`src/rtl/fan_speed_ctrl.sv`:
```
// fan_speed_ctrl: fan level scheduler with hysteresis, minimum dwell and frame-aligned PWM.
// Define FAN_CTRL_STALE_WDT_EN to enable the stale-temperature watchdog that drives fault.
module fan_speed_ctrl #(
  parameter int unsigned T_LOW        = 25,
  parameter int unsigned T_MID        = 30,
  parameter int unsigned T_HIGH       = 35,
  parameter int unsigned HYST         = 2,
  parameter int unsigned MIN_DWELL    = 1000,
  parameter int unsigned PWM_PERIOD   = 256,
  parameter int unsigned STALE_CYCLES = 100000
) (
  input  logic       CLK,
  input  logic       Reset,
  input  logic       temp_valid,
  input  logic [7:0] temperatura,
  input  logic       presencia_s,
  input  logic       motor_s,
  output logic [1:0] level,
  output logic       pwm_out,
  output logic       fault
);

  localparam logic [1:0] S_OFF  = 2'd0;
  localparam logic [1:0] S_LOW  = 2'd1;
  localparam logic [1:0] S_MID  = 2'd2;
  localparam logic [1:0] S_HIGH = 2'd3;

  localparam int unsigned DW = $clog2(MIN_DWELL + 1);
  localparam int unsigned CW = $clog2(PWM_PERIOD);

  localparam logic [DW-1:0] DWELL_MAX = DW'(MIN_DWELL);
  localparam logic [CW-1:0] CNT_LAST  = CW'(PWM_PERIOD - 1);
  localparam logic [CW:0]   DUTY_LOW  = (CW + 1)'(PWM_PERIOD / 4);
  localparam logic [CW:0]   DUTY_MID  = (CW + 1)'(PWM_PERIOD / 2);
  localparam logic [CW:0]   DUTY_HIGH = (CW + 1)'(PWM_PERIOD);
  localparam logic [7:0]    THR_LOW   = 8'(T_LOW);
  localparam logic [7:0]    THR_MID   = 8'(T_MID);
  localparam logic [7:0]    THR_HIGH  = 8'(T_HIGH);
  localparam logic [8:0]    HYST_W    = 9'(HYST);

  if (PWM_PERIOD < 4 || (PWM_PERIOD % 4) != 0 || MIN_DWELL < 1 || STALE_CYCLES < 1) begin : g_param_check
    $error("fan_speed_ctrl: invalid parameter set");
  end

  logic [7:0]        r_temp_q;
  logic [1:0]        r_level;
  logic [DW-1:0]     r_dwell;
  logic [CW-1:0]     r_pwm_cnt;
  logic [CW:0]       r_duty;
  logic              r_pwm;

  logic [1:0]        w_target;
  logic [7:0]        w_thr;
  logic signed [8:0] w_thr_hyst;
  logic              w_below_hyst;
  logic [1:0]        w_level_nx;
  logic [DW-1:0]     w_dwell_nx;
  logic [CW:0]       w_duty_nx;
  logic              w_fault;

`ifdef FAN_CTRL_STALE_WDT_EN
  localparam int unsigned SW = $clog2(STALE_CYCLES + 1);
  localparam logic [SW-1:0] STALE_MAX = SW'(STALE_CYCLES);

  logic [SW-1:0] r_stale;

  always_ff @(posedge CLK) begin
    if (Reset || temp_valid) begin
      r_stale <= '0;
    end else if (r_stale != STALE_MAX) begin
      r_stale <= r_stale + 1'b1;
    end
  end

  assign w_fault = (r_stale == STALE_MAX);
`else
  assign w_fault = 1'b0;
`endif

  always_comb begin
    w_target = S_OFF;
    if (r_temp_q >= THR_HIGH) begin
      w_target = S_HIGH;
    end else if (r_temp_q >= THR_MID) begin
      w_target = S_MID;
    end else if (r_temp_q >= THR_LOW) begin
      w_target = S_LOW;
    end
  end

  always_comb begin
    w_thr = '0;
    case (r_level)
      S_LOW:   w_thr = THR_LOW;
      S_MID:   w_thr = THR_MID;
      S_HIGH:  w_thr = THR_HIGH;
      default: w_thr = '0;
    endcase
  end

  // Signed 9-bit compare: a negative thr-HYST behaves as a floor of 0 instead of wrapping.
  assign w_thr_hyst   = $signed({1'b0, w_thr}) - $signed(HYST_W);
  assign w_below_hyst = $signed({1'b0, r_temp_q}) < w_thr_hyst;

  always_comb begin
    w_level_nx = r_level;
    w_dwell_nx = r_dwell;
    if (motor_s || w_fault) begin
      w_level_nx = S_HIGH;
      w_dwell_nx = '0;
    end else if (!presencia_s) begin
      w_level_nx = S_OFF;
      w_dwell_nx = '0;
    end else if (w_target > r_level) begin
      w_level_nx = w_target;
      w_dwell_nx = '0;
    end else if (w_target < r_level && r_dwell >= DWELL_MAX && w_below_hyst) begin
      w_level_nx = r_level - 2'd1;
      w_dwell_nx = '0;
    end else if (r_dwell != DWELL_MAX) begin
      w_dwell_nx = r_dwell + 1'b1;
    end
  end

  always_comb begin
    w_duty_nx = '0;
    case (r_level)
      S_LOW:   w_duty_nx = DUTY_LOW;
      S_MID:   w_duty_nx = DUTY_MID;
      S_HIGH:  w_duty_nx = DUTY_HIGH;
      default: w_duty_nx = '0;
    endcase
  end

  always_ff @(posedge CLK) begin
    if (Reset) begin
      r_temp_q  <= '0;
      r_level   <= S_OFF;
      r_dwell   <= '0;
      r_pwm_cnt <= '0;
      r_duty    <= '0;
      r_pwm     <= 1'b0;
    end else begin
      if (temp_valid) begin
        r_temp_q <= temperatura;
      end
      r_level <= w_level_nx;
      r_dwell <= w_dwell_nx;
      // Duty only changes at the frame boundary so a level change never cuts a pulse short.
      if (r_pwm_cnt == CNT_LAST) begin
        r_pwm_cnt <= '0;
        r_duty    <= w_duty_nx;
      end else begin
        r_pwm_cnt <= r_pwm_cnt + 1'b1;
      end
      r_pwm <= ({1'b0, r_pwm_cnt} < r_duty);
    end
  end

  assign level   = r_level;
  assign pwm_out = r_pwm;
  assign fault   = w_fault;

endmodule

```
`config.mk`:
```
export PLATFORM = sky130hd
export DESIGN_NAME = fan_speed_ctrl
export DESIGN_NICKNAME = d
export VERILOG_FILES = /design/src/rtl/fan_speed_ctrl.sv
export SDC_FILE = /design/constraint.sdc
export NUM_CORES = 1
export LEC_CHECK = 0
export ABC_AREA = 1
export BUFFER_PORTS_ARGS = -buffer_cell sky130_fd_sc_hd__buf_4
export CORE_MARGIN = 10
export CORE_UTILIZATION = 40
export CTS_CLUSTER_DIAMETER = 60
export DETAILED_ROUTE_END_ITERATION = 10
export GPL_TIMING_DRIVEN = 0
export HOLD_SLACK_MARGIN = 0.08
export MAX_ROUTING_LAYER = met4
export SLEW_MARGIN = 20
export SYNTH_ARGS = -nofsm -noshare
export SYNTH_HDL_FRONTEND = slang
export SYNTH_SLANG_ARGS = --single-unit
```
`constraint.sdc`:
```
create_clock -name CLK -period 6.1 [get_ports CLK]
set_input_delay 0.305 -clock CLK [delete_from_list [all_inputs] [get_ports CLK]]
set_output_delay 0.305 -clock CLK [all_outputs]
set_load 0.02 [all_outputs]
```
==> metrics.md, run 1 <==
| Metric | Value |
|---|---|
| Status | `completed` |
| Dpl hpwl | `around 2800 um` |
| Max Cap Viol | `0` |
| CTS Buf Count | `5` |
| Pwr Total | `approximately 530 uW` |
| Initial antenna violation count | `0` |
| Drt drc | `0` |
| Synth Cell Area | `1900 um2` |
| Distinct cell type count after synthesis | `34` |
| Most common cell after layout, fill and taps aside | `nand2_1` |
| Gr ovfl total | `0` |
| Leak pwr | `approximately 0.93 nW` |
| Std-Cell Rows | `25` |
| Total GRT Usage | `10.2%` |
| Clk_lat worst skew | `0.28 ns` |
| Final setup fails | `0` |
| Vias | `1557` |
| Commonest non-fill, non-tap cells in the layout | `nand2_1, nor2_1, dfxtp_1` |
| CP max FO | `10` |
| Slowest stage cell, crit path | `dfxtp_1` |
| Period minus WS final | `2.45 ns` |
| Placed inst area | `2080 um2` |
| DRT iter0 DRCs | `42` |
| Via-per-instance ratio | `4.66` |
| Final core area utilization | `47.1%` |
| First-pass GRT wire length | `~6200 um` |
| Skew final | `about 0.0062 ns` |
| Mapped Cells | `257` |
| H-tree depth | `2` |
| Critical Path Sink Type | `register` |
| Post-synthesis sequential area ratio | `33.7%` |
| Reg clk slew, reported paths | `0.07 ns` |
| Fmax | `409 MHz` |
| Area of the die | `approximately 8000 um2` |
| CTS resizes | `0` |
| Cells along the critical path | `inv_1 > ha_1 > or2_2 > ha_1 > nand2_1 > inv_1 > nand2_1 > nand2_1 > nand2_1 > nand2_1 > nand2_1 > nand2_1 > nand2_1 > nand2_2 > nand3_4 > a21oi_2` |
| Hold-fix buffers at CTS | `0` |
| Largest net degree at the start of global routing | `12` |
| Vias in the first global route | `1452` |
| Final Wtd Congestion | `0.819` |
| Hold WS | `0.183 ns` |
| Setup TNS | `0 ns` |
| Core area | `~4700 um2` |
| HP Class | `input pin to register` |
| TritonRoute pass-1 iters | `4` |
| Routed length per placed instance | `about 11 um` |
| Area growth syn-to-layout | `15.3%` |
| Clock Path Buffers | `2` |
| Final worst path period share | `40.1%` |
| TritonCTS clock tree | `yes` |
| Die Ht | `between 80 and 90 um` |
| Slowest cell delay on critical path | `between 0.5 and 0.6 ns` |
| Final Hold Vio Count | `0` |
| Critical path data arrival time | `2.67 ns` |
| Syn Nets | `288` |
| Pwr/cell area | `243 nW/um2` |
| Peak VDD IR | `0.000131 V` |
| Slew Viols, Final | `0` |
| WP data required | `6.32 ns` |
| Post-route design area | `2190 um2` |
| CTS Sinks | `32` |
| Startpoint Class | `register` |
| Routed Antenna Nets | `0` |
| Layout Nets | `310` |
| Die W | `just under 90 um` |
| IO Pins | `17` |
| CP most frequent cell | `nand2_1` |
| Critical path class | `register to register` |
| Diodes inserted | `0` |
| Syn. warnings | `0` |
| Initial Util | `40.8%` |
| Post-CTS setup buffer count | `0` |
| Root Driver | `clkbuf_8` |
| Detailed Route WL | `3520 um` |
| Share of layout cells above drive strength 1 | `a little over a fifth` |
| I/O Buffers | `15` |
| Register bit total from synthesis | `32` |
| Average size of a mapped cell | `7.40 um2` |
| Unrepaired setup endpoints after global routing | `no` |
power breakdown:
part	total [mW]	switching (mW)	internal (mW)
clock	0.201	0.0802	0.121
combinational	0.106	0.0638	0.0421
sequential	0.226	0.00934	0.217
sequential cells by signal, summed over array words and instances, names as in the netlist:
| signal | cells |
|---|---|
| r_dwell | 10 |
| level | 2 |
| pwm_out | 1 |
| r_temp_q | 8 |
| r_duty | 3 |
| r_pwm_cnt | 8 |
metrics by stage:
stage	setup WS (ns)	std cells
after floorplan	3.84	257
after global placement	3.62	326
after detailed placement	3.62	326
after CTS	3.60	334
after global routing	3.39	334
final	3.65	334
layout make-up:
cell class                 count  area [um2]
timing repair buffer          15         113
clock buffer                   5        68.8
inverter                      36         135
multi-input combinational    187        1110
clock inverter                 3        42.5
fill                         476        2470
buffer                         2        11.3
tap                           54        67.6
sequential                    32         641
path summary, 6_finish.rpt:
| check | slack (ns) | start | cells past startpoint | end |
|---|---|---|---|---|
| setup / recovery | 3.65 | level[0]$_SDFFE_PP0P_ | 16 | r_dwell[5]$_SDFFE_PP0N_ |
| hold / removal | 0.18 | Reset | 2 | pwm_out$_SDFF_PP0_ |
| setup reg to reg | 3.65 | level[0]$_SDFFE_PP0P_ | 16 | r_dwell[5]$_SDFFE_PP0N_ |
| hold reg to reg | 0.46 | r_duty[7]$_SDFFE_PP0P_ | 2 | r_duty[7]$_SDFFE_PP0P_ |
synth_stat cells, drive strengths merged:
master	number	share of area (%)
nand2	52	11
nor2	45	10
inv	35	6.9
dfxtp	32	34
a21oi	18	5.1
ha	18	12
o21ai	15	4.1
nor3	8	3.2
nand3	7	2.5
nand4	7	2.6
xnor2	4	1.8
or2	3	0.99
xor2	3	1.4
nor4	2	1.4
a31oi	1	0.33
and2	1	0.33
buf	1	0.39
clkbuf	1	0.20
clkinv	1	0.20
conb	1	0.20
nor3b	1	0.39
o21bai	1	0.99
critical path: cells and delay by family, from the launching register on:
family | cells | cell delay, ns
adders and majority gates | 2 | 0.53
and+or+nand+nor | 11 | 0.95
DFF | 1 | 0.53
AOI/OAI and AO/OA | 1 | 0.15
buffers and inverters | 2 | 0.23
routing by layer:
layer  up-vias  routed length [um]  GRT usage, %
met5         -                   0             -
met4         0                  63          4.77
met3         7                 131          3.37
met2        22                1580          15.6
met1       664                1740          12.0
li1        864                   -             -
cells by family after synthesis:
kind of cell    after synthesis  share of synthesized area [%]
compound gates               35                           10.6
fa+ha+maj                    18                           11.8
buf+inv                      38                           7.70
simple gates                126                           32.8
other cells                   1                          0.197
xor+xnor                      7                           3.22
flops                        32                           33.7
Power figures use the tool's default switching activity.
==> inputs of run 2 (changes only) <==
Clock period 6.1 ns to 2.4 ns, I/O delays scaled along.
==> run 2 against run 1 <==
  * Utilization grew 2.2 points
  * Sequential share of layout area decreased by 1.2 points
  * Combinational power increased to 2.7 times the previous value
  * Fmax up 12%
  * Wire length rose by 5.8%
  * Critical path depth unchanged
  * Sequential cell count did not move
  * Power increased to 2.6 times the previous value
  * Critical path type unchanged
  * Highest routed layer unchanged
==> metrics.md, run 2 (same netlist as run 1, synthesis figures left out) <==
| Metric | Value |
|---|---|
| Period minus WS final | `2.18 ns (-0.262 ns)` |
| CP most frequent cell | `nand2_1` |
| Hold WS | `0.121 ns (-0.0624 ns)` |
| First-pass GRT wire length | `6290 um (+1.2%)` |
| Diodes inserted | `0 (unchanged)` |
| Total GRT Usage | `10.3% (+0.097 points)` |
| Startpoint Class | `register` |
| IO Pins | `17 (unchanged)` |
| Drt drc | `0 (unchanged)` |
| Combinational Power Share | `21.1% (+1.2 points)` |
| Final Wtd Congestion | `0.819 (unchanged)` |
| Worst path bufs/invs | `2 (unchanged)` |
| Commonest non-fill, non-tap cells in the layout | `nand2_1, nor2_1, dfxtp_1` |
| Die W | `89.0 um (unchanged)` |
| Critical path data arrival time | `2.36 ns (-0.31 ns)` |
| Most common cell after layout, fill and taps aside | `nand2_1` |
| Largest Register | `r_dwell` |
| Sw Pwr | `400 uW (+160%)` |
| CP max FO | `6 (-4)` |
| Slowest stage cell, crit path | `dfxtp_4` |
| Layout Nets | `319 (+2.9%)` |
| Clock Path Buffers | `2 (unchanged)` |
| Detailed Route WL | `3720 um (+5.8%)` |
| Pint | `978 uW (+160%)` |
| Biggest regs | `r_dwell x10, r_pwm_cnt x8, r_temp_q x8` |
| Core area | `4660 um2 (unchanged)` |
| Switching Share | `29.0% (+0.24 points)` |
| Seq pwr share | `41.7% (-0.7 points)` |
| Initial Util | `40.8% (unchanged)` |
| Reg2reg path depth | `16 (unchanged)` |
| Hold path start | `temperatura[5]` |
| Peak VDD IR | `0.000342 V (+160%)` |
| Multi-input logic area | `1140 um2 (+2.0%)` |
| H-tree depth | `2 (unchanged)` |
| Critical path class | `register to register` |
| Reg clk slew, reported paths | `0.07 ns (about the same)` |
| Hold Crit Depth | `3 (+1)` |
| Vias | `1609 (+3.3%)` |
| TritonCTS clock tree | `yes` |
| Root Driver | `clkbuf_8` |
| R2r endpoint | `level[1]$_SDFFE_PP0P_` |
| Area of the die | `7910 um2 (unchanged)` |
| Status | `completed` |
| Vias in the first global route | `1476 (+1.7%)` |
| Worst Hold Path EP | `r_temp_q[5]$_SDFFE_PP0P_` |
| Setup TNS | `0 ns (unchanged)` |
| Final setup fails | `0 (unchanged)` |
| CTS Sinks | `32 (unchanged)` |
| Gr ovfl total | `0 (unchanged)` |
| Share of layout cells above drive strength 1 | `21.8% (+0.37 points)` |
| Pwr/cell area | `600 nW/um2 (+150%)` |
| Reg2reg start | `level[0]$_SDFFE_PP0P_` |
| Clock power share | `37.2% (-0.5 points)` |
| Initial antenna violation count | `0 (unchanged)` |
| Skew final | `0.00538 ns (-0.000852 ns)` |
| Leak pwr | `0.972 nW (+4.2%)` |
| Routed Antenna Nets | `0 (unchanged)` |
| CTS Buf Count | `5 (unchanged)` |
| Max reg flops | `10 (unchanged)` |
| Critical Path Start | `level[0]$_SDFFE_PP0P_` |
| Reg area | `644 um2 (+0.59%)` |
| DRT iter0 DRCs | `43 (+2.4%)` |
| TritonRoute pass-1 iters | `4 (unchanged)` |
| Final Hold Vio Count | `0 (unchanged)` |
| Unrepaired setup endpoints after global routing | `no` |
| Final core area utilization | `49.3% (+2.2 points)` |
| Filler cell count | `461 (-3.2%)` |
| Die Ht | `89.0 um (unchanged)` |
| Slew Viols, Final | `0 (unchanged)` |
| Max Cap Viol | `0 (unchanged)` |
| I/O Buffers | `15 (unchanged)` |
| Cells along the critical path | `inv_1 > ha_1 > or2_2 > ha_1 > nand2_1 > inv_1 > nand2_1 > nand2_1 > nand2_1 > nand2_1 > nand2_1 > nand2_1 > nand2_1 > nand2_4 > a21oi_1 > nor2_1` |
| Area growth syn-to-layout | `20.8%` |
| Fmax | `458 MHz (+12%)` |
| Largest net degree at the start of global routing | `12 (unchanged)` |
| Std-Cell Rows | `25 (unchanged)` |
| Slowest cell delay on critical path | `0.39 ns (-0.14 ns)` |
| Worst path top cell family by delay | `simple AND/OR/NAND/NOR gates` |
| Routed length per placed instance | `10.9 um (+3.0%)` |
| Critical Path Sink Type | `register` |
| WP data required | `2.58 ns (-3.74 ns)` |
| Dpl hpwl | `2760 um (unchanged)` |
| HP Class | `input pin to register` |
| Final worst path period share | `91.0% (+51 points)` |
| Worst reg-to-reg setup slack | `0.22 ns (-3.44 ns)` |
| Clk_lat worst skew | `0.28 ns (about the same)` |
| Via-per-instance ratio | `4.69 (+0.63%)` |
run 2: cell types whose count changed in the layout (fill, tap and decap cells not counted):
cell | before | now
nand2_2 | 5 | 4
dlygate4sd3_1 | 0 | 7
dfxtp_1 | 32 | 31
dfxtp_4 | 0 | 1
nand2_4 | 0 | 1
buf_4 | 16 | 17
nand3_4 | 1 | 2
run 2: worst max path at each step:
stage	endpoint	slack (ns)	depth (start not counted)
2_1_floorplan	r_dwell[1]$_SDFFE_PP0N_	0.14	16
3_3_place_gp	r_dwell[1]$_SDFFE_PP0N_	-0.08	16
3_5_place_dp	r_dwell[1]$_SDFFE_PP0N_	-0.08	16
4_1_cts	r_dwell[1]$_SDFFE_PP0N_	0.06	16
5_1_grt	r_dwell[9]$_SDFFE_PP0N_	0.01	12
6_report	level[1]$_SDFFE_PP0P_	0.22	16
run 2: per-stage QoR:
stage / setup WS (ns) / std cells / area, um2 / power, mW
after floorplan: 0.143 / 257 / 1900 / 0.786
after global placement: -0.0752 / 326 / 2080 / 0.855
after detailed placement: -0.0821 / 326 / 2080 / 0.858
after CTS: 0.0586 / 341 / 2260 / 1.39
after global routing: 0.0106 / 343 / 2300 / 1.47
final: 0.216 / 343 / 2300 / 1.38
run 2: area by class of cell:
| class | instances | area share [%] |
|---|---|---|
| repair buffers | 23 | 8.28 |
| clock buffers | 5 | 3.00 |
| plain buffers | 2 | 0.490 |
| flip-flops and latches | 32 | 28.1 |
| well taps | 54 | 2.94 |
| inverters | 36 | 5.88 |
| clock inverters | 3 | 1.85 |
| multi-input cells | 188 | 49.5 |
run 2: power by group through the flow:
stage	Sequential [mW]	Combinational, mW	Clock, mW
after floorplan	0.587	0.200	0
after global placement	0.588	0.267	0
after detailed placement	0.588	0.270	0
after CTS	0.576	0.281	0.531
after global routing	0.578	0.338	0.559
final	0.574	0.291	0.513
run 2: routing by layer:
metal	routed length (um)	vias to the layer above	GRT usage (%)
met5	0	-	-
met4	63	0	4.77
met3	123	7	3.37
met2	1690	18	15.9
met1	1850	698	12.0
li1	-	886	-
run 2: tightest hold or removal path, delay by kind of cell:
family          cells  cell delay, ns
compound gates      2            0.17
buf+inv             1            0.07
run 2: repair_timing:
| item | 4_1_cts | 5_1_grt |
|---|---|---|
| setup endpoints to repair | 11 | 12 |
| gates resized for setup | 1 | 3 |
| buffers inserted | 0 | 1 |
| hold endpoints to repair | 7 | 0 |
| hold buffers | 7 | 0 |
| pin swaps | 0 | 0 |
| cloned | 0 | 1 |
==> inputs of run 3 (changes only) <==
Settings changed: CORE_UTILIZATION 40 to 57, PLACE_DENSITY from default to 0.77.
==> run 3 against run 2 <==
  * Largest cell class unchanged
  * Clock skew up 0.013 ns
  * Fmax grew 0.23%
  * Die area is 24% lower
  * Utilization up 25 points
==> metrics.md, run 3 (same netlist as run 1, synthesis figures left out) <==
| Metric | Value |
|---|---|
| Combinational Power Share | `23.1% (+2.0 points)` |
| Vias | `1734 (+7.8%)` |
| Most common cell after layout, fill and taps aside | `nand2_1` |
| DRT iter0 DRCs | `68 (+58%)` |
| Reg2reg path depth | `13 (-3)` |
| Vias in the first global route | `1546 (+4.7%)` |
| Area growth syn-to-layout | `23.0%` |
| Routed length per placed instance | `11.7 um (+8.0%)` |
| H-tree depth | `2 (unchanged)` |
| Final std cells w/o fill | `340 (-0.87%)` |
| First-pass GRT wire length | `6650 um (+5.7%)` |
| CTS Buf Count | `5 (unchanged)` |
| Final setup fails | `0 (unchanged)` |
| Pwr/cell area | `581 nW/um2 (-3.1%)` |
| Largest Register | `r_dwell` |
| Cell Count Post-Placement | `316 (-3.1%)` |
| Die Ht | `77.8 um (-13%)` |
| Hold Crit Depth | `3 (unchanged)` |
| Reg2reg start | `r_temp_q[6]$_SDFFE_PP0P_` |
| Final Hold Vio Count | `0 (unchanged)` |
| Drt drc | `0 (unchanged)` |
| Period minus WS final | `2.18 ns (-0.00496 ns)` |
| Final worst path period share | `90.8% (-0.21 points)` |
| Layout Nets | `326 (+2.2%)` |
| Initial Util | `60.8% (+20 points)` |
| Max Cap Viol | `0 (unchanged)` |
| Critical Path Sink Type | `register` |
| Seq pwr share | `42.2% (+0.5 points)` |
| Gr ovfl total | `0 (unchanged)` |
| Clk_lat worst skew | `0.34 ns (+0.06 ns)` |
| HP Class | `input pin to register` |
| R2r endpoint | `level[0]$_SDFFE_PP0P_` |
| Leak pwr | `1.01 nW (+3.5%)` |
| Hold path start | `temp_valid` |
| Share of layout cells above drive strength 1 | `23.0% (+1.2 points)` |
| Fmax | `459 MHz (+0.23%)` |
| Root Driver | `clkbuf_4` |
| Biggest regs | `r_dwell x10, r_pwm_cnt x8, r_temp_q x8` |
| Pint | `960 uW (-1.9%)` |
| Critical path class | `register to register` |
| Via-per-instance ratio | `5.10 (+8.7%)` |
| Peak VDD IR | `0.000341 V (about the same)` |
| Max reg flops | `10 (unchanged)` |
| Clock power share | `34.7% (-2.5 points)` |
| Slew Viols, Final | `0 (unchanged)` |
| I/O Buffers | `15 (unchanged)` |
| Startpoint Class | `register` |
| Area of the die | `6050 um2 (-24%)` |
| WP data required | `2.69 ns (+0.11 ns)` |
| CP max FO | `6 (unchanged)` |
| Routed Antenna Nets | `0 (unchanged)` |
| Std-Cell Rows | `20 (-20%)` |
| Filler cell count | `243 (-47%)` |
| TritonRoute pass-1 iters | `4 (unchanged)` |
| Critical path data arrival time | `2.47 ns (+0.11 ns)` |
| Switching Share | `29.4% (+0.34 points)` |
| Sw Pwr | `399 uW (-0.21%)` |
| Die W | `77.8 um (-13%)` |
| Final core area utilization | `74.8% (+25 points)` |
| Largest net degree at the start of global routing | `11 (-1)` |
| Worst reg-to-reg setup slack | `0.22 ns (about the same)` |
| Skew final | `0.0183 ns (+0.0129 ns)` |
| Worst Hold Path EP | `r_temp_q[2]$_SDFFE_PP0P_` |
| Unrepaired setup endpoints after global routing | `no` |
| Core area | `3130 um2 (-33%)` |
| Initial antenna violation count | `0 (unchanged)` |
| Detailed Route WL | `3980 um (+7.0%)` |
| CTS Sinks | `32 (unchanged)` |
| Reg clk slew, reported paths | `0.12 ns (+0.05 ns)` |
| Final Wtd Congestion | `0.893 (+9.0%)` |
| TritonCTS clock tree | `yes` |
| IO Pins | `17 (unchanged)` |
| Total GRT Usage | `13.6% (+3.3 points)` |
| Clock Path Buffers | `2 (unchanged)` |
| Commonest non-fill, non-tap cells in the layout | `nand2_1, nor2_1, dfxtp_1` |
| Dpl hpwl | `2800 um (+1.1%)` |
| Status | `completed` |
| Diodes inserted | `0 (unchanged)` |
==> run 3: layout make-up <==
cell class | count | area [um2] | share of cell area [%]
Tap cell | 44 | 55.1 | 2.35
Inverter | 36 | 135 | 5.78
Sequential cell | 32 | 644 | 27.6
Clock buffer | 7 | 65.1 | 2.78
Clock inverter | 1 | 30.0 | 1.28
Timing Repair Buffer | 30 | 255 | 10.9
Multi-Input combinational cell | 188 | 1140 | 48.8
Buffer | 2 | 11.3 | 0.482
==> run 3: worst max-delay path by stage <==
stage / from / end / slack [ns] / cells after the start
floorplan: level[0]$_SDFFE_PP0P_ / r_dwell[1]$_SDFFE_PP0N_ / 0.14 / 16
global placement: level[0]$_SDFFE_PP0P_ / r_dwell[1]$_SDFFE_PP0N_ / -0.02 / 16
detailed placement: level[0]$_SDFFE_PP0P_ / r_dwell[1]$_SDFFE_PP0N_ / -0.05 / 16
CTS: level[0]$_SDFFE_PP0P_ / r_dwell[1]$_SDFFE_PP0N_ / 0.06 / 16
global route: r_temp_q[6]$_SDFFE_PP0P_ / r_dwell[5]$_SDFFE_PP0N_ / 0.01 / 12
finish: r_temp_q[6]$_SDFFE_PP0P_ / level[0]$_SDFFE_PP0P_ / 0.22 / 13
==> run 3: repair_timing <==
item	in CTS	in global routing
pin swaps	0	3
endpoints found under the setup margin	10	12
gates resized for setup	1	6
endpoints found under the hold margin	9	0
buffers inserted	0	3
cloned	0	1
hold buffers	12	0
==> run 3: power by group through the flow <==
stage               clock network (mW)  registers [mW]  logic, mW
floorplan                            0           0.587      0.200
global placement                     0           0.586      0.266
detailed placement                   0           0.587      0.271
CTS                              0.481           0.576      0.289
global route                     0.499           0.577      0.358
finish                           0.472           0.574      0.313
==> run 3: per-layer routing <==
| layer | vias to the layer above | global-route usage, % | part of all wire, % | wire length (um) |
|---|---|---|---|---|
| li1 | 903 | - | - | - |
| met1 | 785 | 16.0 | 47 | 1880 |
| met2 | 42 | 21.2 | 46 | 1850 |
| met3 | 4 | 4.15 | 5.3 | 212 |
| met4 | 0 | 5.29 | 1.1 | 42 |
| met5 | - | - | 0 | 0 |
==> run 3: through the flow <==
stage | setup WS, ns | total power, mW | cell area, um2 | hold WS, ns | setup TNS, ns
global route | 0.0145 | 1.43 | 2340 | 0.129 | 0
CTS | 0.0555 | 1.35 | 2290 | 0.0853 | 0
floorplan | 0.143 | 0.786 | 1900 | 0.192 | 0
detailed placement | -0.0514 | 0.858 | 2070 | 0.289 | -0.208
global placement | -0.0194 | 0.852 | 2070 | 0.292 | -0.0288
finish | 0.221 | 1.36 | 2340 | 0.0987 | 0
==> run 3: worst max-delay path, stage by stage (launching register included) <==
cell and delay [ns]:
dfxtp_1 0.36, nor2_2 0.13, nand2_1 0.08, nor2_2 0.12, nand2_1 0.10, and2_1 0.17, ha_1 0.26, nand2_1 0.05
nand2_2 0.12, inv_1 0.10, nor3_4 0.31, buf_4 0.17, a21oi_1 0.06, nor2_1 0.10
